## config.mk

```make
export PLATFORM = sky130hd
export DESIGN_NAME = booth_mul_arbiter
export DESIGN_NICKNAME = d
export VERILOG_FILES = /design/src/rtl/booth_mul_arbiter.sv
export SDC_FILE = /design/constraint.sdc
export NUM_CORES = 1
export LEC_CHECK = 0
export ABC_AREA = 1
export CORE_ASPECT_RATIO = 0.75
export CORE_MARGIN = 4
export CORE_UTILIZATION = 45
export CTS_CLUSTER_SIZE = 12
export DETAILED_ROUTE_END_ITERATION = 12
export GPL_TIMING_DRIVEN = 0
export HOLD_SLACK_MARGIN = 0.1
export PLACE_DENSITY_LB_ADDON = 0.05
export SETUP_SLACK_MARGIN = 0.02
export SYNTH_ARGS = -nofsm -noshare
export SYNTH_HDL_FRONTEND = slang
export SYNTH_SLANG_ARGS = --single-unit
```

## constraint.sdc

```tcl
create_clock -name clk -period 2.4 [get_ports clk]
set_clock_uncertainty 0.15 [all_clocks]
set_input_delay 0.36 -clock clk [delete_from_list [all_inputs] [get_ports clk]]
set_output_delay 0.36 -clock clk [all_outputs]
set_load 0.05 [all_outputs]
```

## src/rtl/booth_mul_arbiter.sv

```systemverilog
// Round-robin front end that shares one booth multiplier between two requesters,
// launching each operation with a start pulse and bounding the wait with a timeout.
module booth_mul_arbiter #(
  parameter int N       = 5,
  parameter int TIMEOUT = 32
) (
  input  logic             clk,
  input  logic             rst,
  input  logic [1:0]       req,
  input  logic [N-1:0]     a0,
  input  logic [N-1:0]     b0,
  input  logic [N-1:0]     a1,
  input  logic [N-1:0]     b1,
  output logic [1:0]       gnt,
  output logic [1:0]       rsp_valid,
  output logic [2*N-1:0]   rsp_product,
  output logic             rsp_err,
  output logic             busy,
  output logic             mul_start,
  output logic [N-1:0]     mul_a,
  output logic [N-1:0]     mul_b,
  input  logic [2*N-1:0]   mul_product,
  input  logic             mul_done
);

  localparam int TW = (TIMEOUT > 1) ? $clog2(TIMEOUT) : 1;
  localparam logic [TW-1:0] TIMER_LAST = TW'(TIMEOUT - 1);

  typedef enum logic [1:0] {
    ST_IDLE,
    ST_LAUNCH,
    ST_WAIT,
    ST_RESP
  } state_t;

  state_t          state_reg;
  logic            owner_reg;
  logic            pri_reg;
  logic [TW-1:0]   timer_reg;
  logic            owner_next;

  // A lone request wins outright; only a tie consults the priority pointer.
  always_comb begin
    owner_next = req[1];
    if (req == 2'b11) begin
      owner_next = pri_reg;
    end
  end

  always_ff @(posedge clk or negedge rst) begin
    if (!rst) begin
      state_reg   <= ST_IDLE;
      owner_reg   <= 1'b0;
      pri_reg     <= 1'b0;
      timer_reg   <= '0;
      mul_a       <= '0;
      mul_b       <= '0;
      rsp_product <= '0;
      rsp_err     <= 1'b0;
    end else begin
      case (state_reg)
        ST_IDLE: begin
          if (req != 2'b00) begin
            owner_reg <= owner_next;
            mul_a     <= owner_next ? a1 : a0;
            mul_b     <= owner_next ? b1 : b0;
            timer_reg <= '0;
            state_reg <= ST_LAUNCH;
          end
        end
        ST_LAUNCH: begin
          state_reg <= ST_WAIT;
        end
        ST_WAIT: begin
          // Completion is checked before the timeout so a last-cycle done still counts.
          if (mul_done) begin
            rsp_product <= mul_product;
            rsp_err     <= 1'b0;
            state_reg   <= ST_RESP;
          end else if (timer_reg == TIMER_LAST) begin
            rsp_product <= '0;
            rsp_err     <= 1'b1;
            state_reg   <= ST_RESP;
          end else begin
            timer_reg <= timer_reg + TW'(1);
          end
        end
        ST_RESP: begin
          pri_reg   <= ~owner_reg;
          state_reg <= ST_IDLE;
        end
        default: begin
          state_reg <= ST_IDLE;
        end
      endcase
    end
  end

  assign mul_start = (state_reg == ST_LAUNCH);
  assign gnt       = (state_reg == ST_LAUNCH) ? (owner_reg ? 2'b10 : 2'b01) : 2'b00;
  assign rsp_valid = (state_reg == ST_RESP)   ? (owner_reg ? 2'b10 : 2'b01) : 2'b00;
  assign busy      = (state_reg != ST_IDLE);

endmodule

```

==> results of run 1 <==
==> kinds of logic (layout without fill, tap and decap cells) <==
logic type / Yosys count / in the layout / share of synthesized area [%]
compound gates: 5 / 5 / 2.03
fa+ha+maj: 6 / 6 / 4.87
buf+inv: 23 / 91 / 7.55
flops: 30 / 30 / 48.7
simple gates: 136 / 136 / 36.9
==> synth_stat cells <==
| library cell | count |
|---|---|
| a21oi_1 | 1 |
| inv_1 | 13 |
| buf_6 | 3 |
| buf_2 | 3 |
| nand2_2 | 1 |
| inv_2 | 2 |
| nand3_1 | 22 |
| nand3_2 | 1 |
| nand2_1 | 102 |
| nand4_1 | 1 |
| o21ai_0 | 2 |
| a21oi_2 | 1 |
| dfrtp_1 | 30 |
| buf_4 | 1 |
| clkbuf_1 | 1 |
| ha_1 | 6 |
| nor2_4 | 2 |
| a21boi_0 | 1 |
| nor3b_1 | 1 |
| nor2_1 | 6 |
==> layout make-up <==
type	instances	area [um^2]	share of cell area [%]
well taps	40	50.0	2.18
repair buffers	62	619	27.0
clock buffers	6	82.6	3.60
plain buffers	8	60.1	2.62
inverters	15	56.3	2.45
multi-input cells	147	674	29.4
flip-flops and latches	30	751	32.7
==> where the power goes <==
group	total (mW)	switching (mW)	internal, mW
Combinational	1.83	1.22	0.608
Sequential	0.847	0.131	0.716
Clock	0.385	0.164	0.220
==> what timing repair did <==
action,CTS,global route
endpoints found under the hold margin,0,30
pin swaps,0,0
hold buffers,0,1
setup endpoints to repair,3,3
resized for setup,3,3
==> through the flow <==
step / utilization, % / instance area [um^2] / hold WS (ps) / setup slack, ps / std cells
final: 69.7 / 2290 / 318 / 246 / 308
after global routing: 69.7 / 2290 / 347 / 138 / 308
after CTS: 69.4 / 2280 / 322 / 89.6 / 307
after detailed placement: 67.0 / 2200 / 308 / 238 / 301
after global placement: 67.0 / 2200 / 304 / 254 / 301
after floorplan: - / 1540 / -85.6 / 204 / 200
==> worst reg2reg max path: stages (launching register included) <==
cell	delay, ps
dfrtp_1	420
ha_1	230
nand2_1	80
nor2_1	40
ha_1	190
nand2_1	80
nand2_1	70
inv_1	100
nand3_2	130
nand2_1	90
nand2_1	50
==> how the worst min path moves through the flow <==
stage | startpoint | endpoint | slack [ps] | cells after the start
after CTS | rsp_product[4] | rsp_product[4] | 320 | 2
after floorplan | rst | mul_a[0] | -90 | 0
after detailed placement | rsp_product[4] | rsp_product[4] | 310 | 2
final | rsp_product[4] | rsp_product[4] | 320 | 2
after global routing | rsp_product[4] | rsp_product[4] | 350 | 2
after global placement | rsp_product[1] | rsp_product[1] | 300 | 2
==> routing by layer <==
metal / up-vias / GRT usage (%) / share of wire, %
met5: - / 0 / 0
li1: 756 / - / -
met2: 50 / 27.6 / 42
met4: 0 / 3.24 / 0.67
met1: 619 / 22.9 / 48
met3: 2 / 6.48 / 9.3
==> results.sh, run 1 <==
export IMPL_drtIter0Drc=47
export IMPL_synth_area_leaders="dfrtp_1 (49%), nand2_1 (25%), nand3_1 (7.1%), ha_1 (4.9%), inv_1 (3.2%)"
export IMPL_slowest_stage="dlygate4sd2_1"
export IMPL_post_route_period_util_pct=89.7
export IMPL_die_x_um=75.6
export IMPL_drive_gt1_share_pct=7.84
export IMPL_synth_cell_types=20
export IMPL_ios=62
export IMPL_regToRegEndpoint="timer_reg[1]"
export IMPL_period_minus_slack_ps=2150
export IMPL_crit_required_ps=1890
export IMPL_critPathKind="reg2out"
export IMPL_start_util_pct=46.9
export IMPL_rsz0062_at_grt="false"
export IMPL_cts_tree="built"
export IMPL_mostFrequentLayoutCells="nand2_1 (102), clkdlybuf4s50_1 (54), dfrtp_1 (30)"
export IMPL_rows=18
export IMPL_timing_fmax_mhz=464
export IMPL_cp_data_arrival_time_ps=1640
export IMPL_die_h_um=58.7
export IMPL_rrSetupSlack_ps=650
export IMPL_avgViaCountPerCell=4.63
export IMPL_antenna_left=0
export IMPL_crit_path_end_kind="primary output"
export IMPL_syn_inst=200
export IMPL_antenna_found_initial=0
export IMPL_setup_viol=0
export IMPL_clk_transition_reported_paths_ps=60
export IMPL_yosysTopAreaCellShare_pct=48.7
export IMPL_n_fill_cell=276
export IMPL_seq_area_frac_synth_pct=48.7
export IMPL_outcome="complete, no violations"
export IMPL_slew_headroom_pct=54.7
export IMPL_die_area_um2=4440
export IMPL_cts_root_buf="clkbuf_8"
export IMPL_grt_first_pass_wirelength_um=5860
export IMPL_endpoint="busy"
export IMPL_gp_congestion=0.848
export IMPL_wire_per_inst_um=12.0
export IMPL_crit_path_start_kind="flop"
export IMPL_yosys_area_top_type="dfrtp_1"
export IMPL_cp_max_fo=4
export IMPL_ys_ff_latch=30
export IMPL_slowest_delay_ps=530
export IMPL_netlist_area_um2=1540
export IMPL_grt_overflow=0
export IMPL_first_pass_iters=4
export IMPL_htreeDepth=2
export IMPL_post_cts_buffers=0
export IMPL_core_um2=3290
export IMPL_diodes=0
export IMPL_port_buffers=61
export IMPL_grt_pass1_vias=1353
export IMPL_crit_cells=4
export IMPL_cp_top_family="buffers and inverters"
export IMPL_via_count=1427
export IMPL_worstPathCellList="inv_1 -> ha_1 -> inv_2 -> dlygate4sd2_1"
export IMPL_reg2reg_from="timer_reg[0]"
export IMPL_drv_cap=0
export IMPL_drc=0
export IMPL_postSynthAreaPerCell_um2=7.71
export IMPL_crit_buf_inv=3
export IMPL_routed_wl_um=3710
export IMPL_clkLatencyLatePin_ps=270
export IMPL_cts_max_path_buffers=2
export IMPL_ys_warn_count=0
export IMPL_r2r_cells=10
export IMPL_final_common_cell="nand2_1"
export IMPL_largest_register_ffs=10
export IMPL_leakage_nw=1.26
export IMPL_grt_max_degree=31
export IMPL_cts_made_buffers=5
export IMPL_area_growth_pct=48.8
export IMPL_worstHoldPathType="reg2reg"
export IMPL_dp_hpwl_um=2770
export IMPL_cts_sinks=30
export IMPL_syn_num_nets=241
export IMPL_finalSetupTns_ps=0
export IMPL_nNetsFinal=310
export IMPL_largest_register="rsp_product"
export IMPL_p_per_area_nw_per_um2=1330
export IMPL_tightestPinTransition_ps=680
export IMPL_grt_usage_pct=17.3
export IMPL_startpoint="state_reg[1]"
export IMPL_hold_violations=0
export IMPL_total_power_mw=3.06
export IMPL_drv_slew=0
export IMPL_ir_drop_mv=0.783
No activity file was read; power rests on OpenSTA's default activity.
==> inputs of run 2 (changes only) <==
==> constraint.sdc (replaced) <==
create_clock -name clk -period 2.75 [get_ports clk]
set_clock_uncertainty 0.15 [all_clocks]
set_input_delay 0.4125 -clock clk [delete_from_list [all_inputs] [get_ports clk]]
set_output_delay 0.4125 -clock clk [all_outputs]
set_load 0.05 [all_outputs]
==> run 2 against run 1 <==
Against the previous run:
- clock-buffer cell count stayed put
- wire length is 0.70% lower
- worst setup slack better by 21 ps
- core utilization is 0.11 points lower
- sequential power is 13% lower
- largest power group unchanged
==> results.sh, run 2 (synthesis gave the netlist of run 1 again) <==
export IMPL_cp_top_family="buffers and inverters"
export IMPL_cts_max_path_buffers=2
export IMPL_dp_hpwl_um=2770
export IMPL_clkLatencyLatePin_ps=270
export IMPL_tightestPinTransition_ps=680
export IMPL_post_cts_buffers=0
export IMPL_routed_wl_um=3680
export IMPL_htreeDepth=2
export IMPL_cts_hold_buf=0
export IMPL_grt_usage_pct=17.3
export IMPL_setup_viol=0
export IMPL_die_area_um2=4440
export IMPL_area_growth_pct=48.5
export IMPL_post_route_period_util_pct=90.3
export IMPL_slew_headroom_pct=54.7
export IMPL_critPathKind="reg2out"
export IMPL_slowest_stage="clkdlybuf4s50_1"
export IMPL_final_area_um2=2290
export IMPL_final_common_cell="nand2_1"
export IMPL_grt_max_degree=31
export IMPL_nNetsFinal=310
export IMPL_hold_violations=0
export IMPL_crit_buf_inv=3
export IMPL_period_minus_slack_ps=2480
export IMPL_reg2reg_from="timer_reg[0]"
export IMPL_largest_register_ffs=10
export IMPL_drtIter0Drc=52
export IMPL_crit_path_start_kind="flop"
export IMPL_antenna_found_initial=0
export IMPL_place_area_um2=2200
export IMPL_die_x_um=75.6
export IMPL_crit_path_end_kind="primary output"
export IMPL_die_h_um=58.7
export IMPL_worstPathCellList="inv_1 -> ha_1 -> inv_2 -> clkdlybuf4s50_1"
export IMPL_cts_tree="built"
export IMPL_rows=18
export IMPL_slowest_delay_ps=810
export IMPL_cp_data_arrival_time_ps=1920
export IMPL_worstHoldPathType="reg2reg"
export IMPL_cts_sinks=30
export IMPL_first_pass_iters=4
export IMPL_wire_per_inst_um=12.0
export IMPL_cts_root_buf="clkbuf_8"
export IMPL_port_buffers=61
export IMPL_via_count=1423
export IMPL_ios=62
export IMPL_sequentialPowerShare_pct=27.5
export IMPL_rsz0062_at_grt="false"
export IMPL_drc=0
export IMPL_grt_first_pass_wirelength_um=5860
export IMPL_ctsResizeCount=0
export IMPL_clk_transition_reported_paths_ps=60
export IMPL_diodes=0
export IMPL_largest_register="rsp_product"
export IMPL_avgViaCountPerCell=4.62
export IMPL_drive_gt1_share_pct=7.84
export IMPL_finalSetupTns_ps=0
export IMPL_start_util_pct=46.9
export IMPL_drv_slew=0
export IMPL_pwr_share_comb_pct=59.9
export IMPL_leakage_nw=1.20
export IMPL_cp_max_fo=4
export IMPL_min_from="rsp_product[4]"
export IMPL_clkPwrFrac_pct=12.6
export IMPL_ir_drop_mv=0.684
export IMPL_mostFrequentLayoutCells="nand2_1 (102), clkdlybuf4s50_1 (60), dfrtp_1 (30)"
export IMPL_grt_pass1_vias=1353
export IMPL_crit_required_ps=2190
export IMPL_grt_overflow=0
export IMPL_internal_power_mw=1.36
export IMPL_p_per_area_nw_per_um2=1170
export IMPL_switching_share_pct=49.3
export IMPL_antenna_left=0
export IMPL_startpoint="state_reg[1]"
export IMPL_n_fill_cell=275
export IMPL_gp_congestion=0.848
export IMPL_switchingPower_mw=1.32
export IMPL_timing_fmax_mhz=403
export IMPL_cts_made_buffers=5
export IMPL_outcome="complete, no violations"
export IMPL_drv_cap=0
export IMPL_core_um2=3290
run 2: changes by cell type in the layout (fill, tap and decap cells not counted):
cell             change
dlygate4sd2_1        -3
clkdlybuf4s50_1      +6
dlymetal6s2s_1       -3
run 2: path summary, 6_finish.rpt:
check | slack [ps] | cells past startpoint | to
max | 270 | 4 | busy
min | 320 | 2 | rsp_product[4]
max reg2reg | 1000 | 10 | timer_reg[1]
min reg2reg | 320 | 2 | rsp_product[4]
max in group asynchronous | 1440 | 2 | timer_reg[3]
min in group asynchronous | 560 | 2 | pri_reg
run 2: area by class of cell:
type / count / area [um^2] / share of cell area (%)
Sequential cell: 30 / 751 / 32.8
Multi-Input combinational cell: 147 / 674 / 29.5
Timing Repair Buffer: 62 / 616 / 26.9
Clock buffer: 6 / 82.6 / 3.61
Buffer: 8 / 60.1 / 2.62
Inverter: 15 / 56.3 / 2.46
Tap cell: 40 / 50.0 / 2.19
run 2: worst min-delay path: cells and delay by family (launching register included):
family / cells / cell delay, ps
flip-flops: 1 / 340
AND/OR/NAND/NOR: 2 / 100
run 2: stage by stage:
stage	worst slack, ps	hold slack, ps	std cells	power, mW	util, %
after global placement	552	304	301	2.34	67.0
final	267	318	308	2.69	69.6
after detailed placement	536	308	301	2.37	67.0
after floorplan	502	-33.1	200	1.83	-
after CTS	254	322	307	2.72	69.5
after global routing	169	347	308	2.87	69.6
run 2: power groups by stage:
stage / clock network, mW / registers [mW] / logic [mW]
3_3_place_gp: 0 / 0.735 / 1.61
3_5_place_dp: 0 / 0.742 / 1.63
5_1_grt: 0.373 / 0.766 / 1.73
4_1_cts: 0.349 / 0.738 / 1.63
2_1_floorplan: 0 / 1.20 / 0.626
6_report: 0.337 / 0.739 / 1.61
run 2: routing by layer:
layer,vias up,GRT usage [%],part of all wire (%)
met3,2,6.48,9.4
li1,755,-,-
met2,50,27.6,42
met5,-,0,0
met1,616,22.9,48
met4,0,3.24,0.68
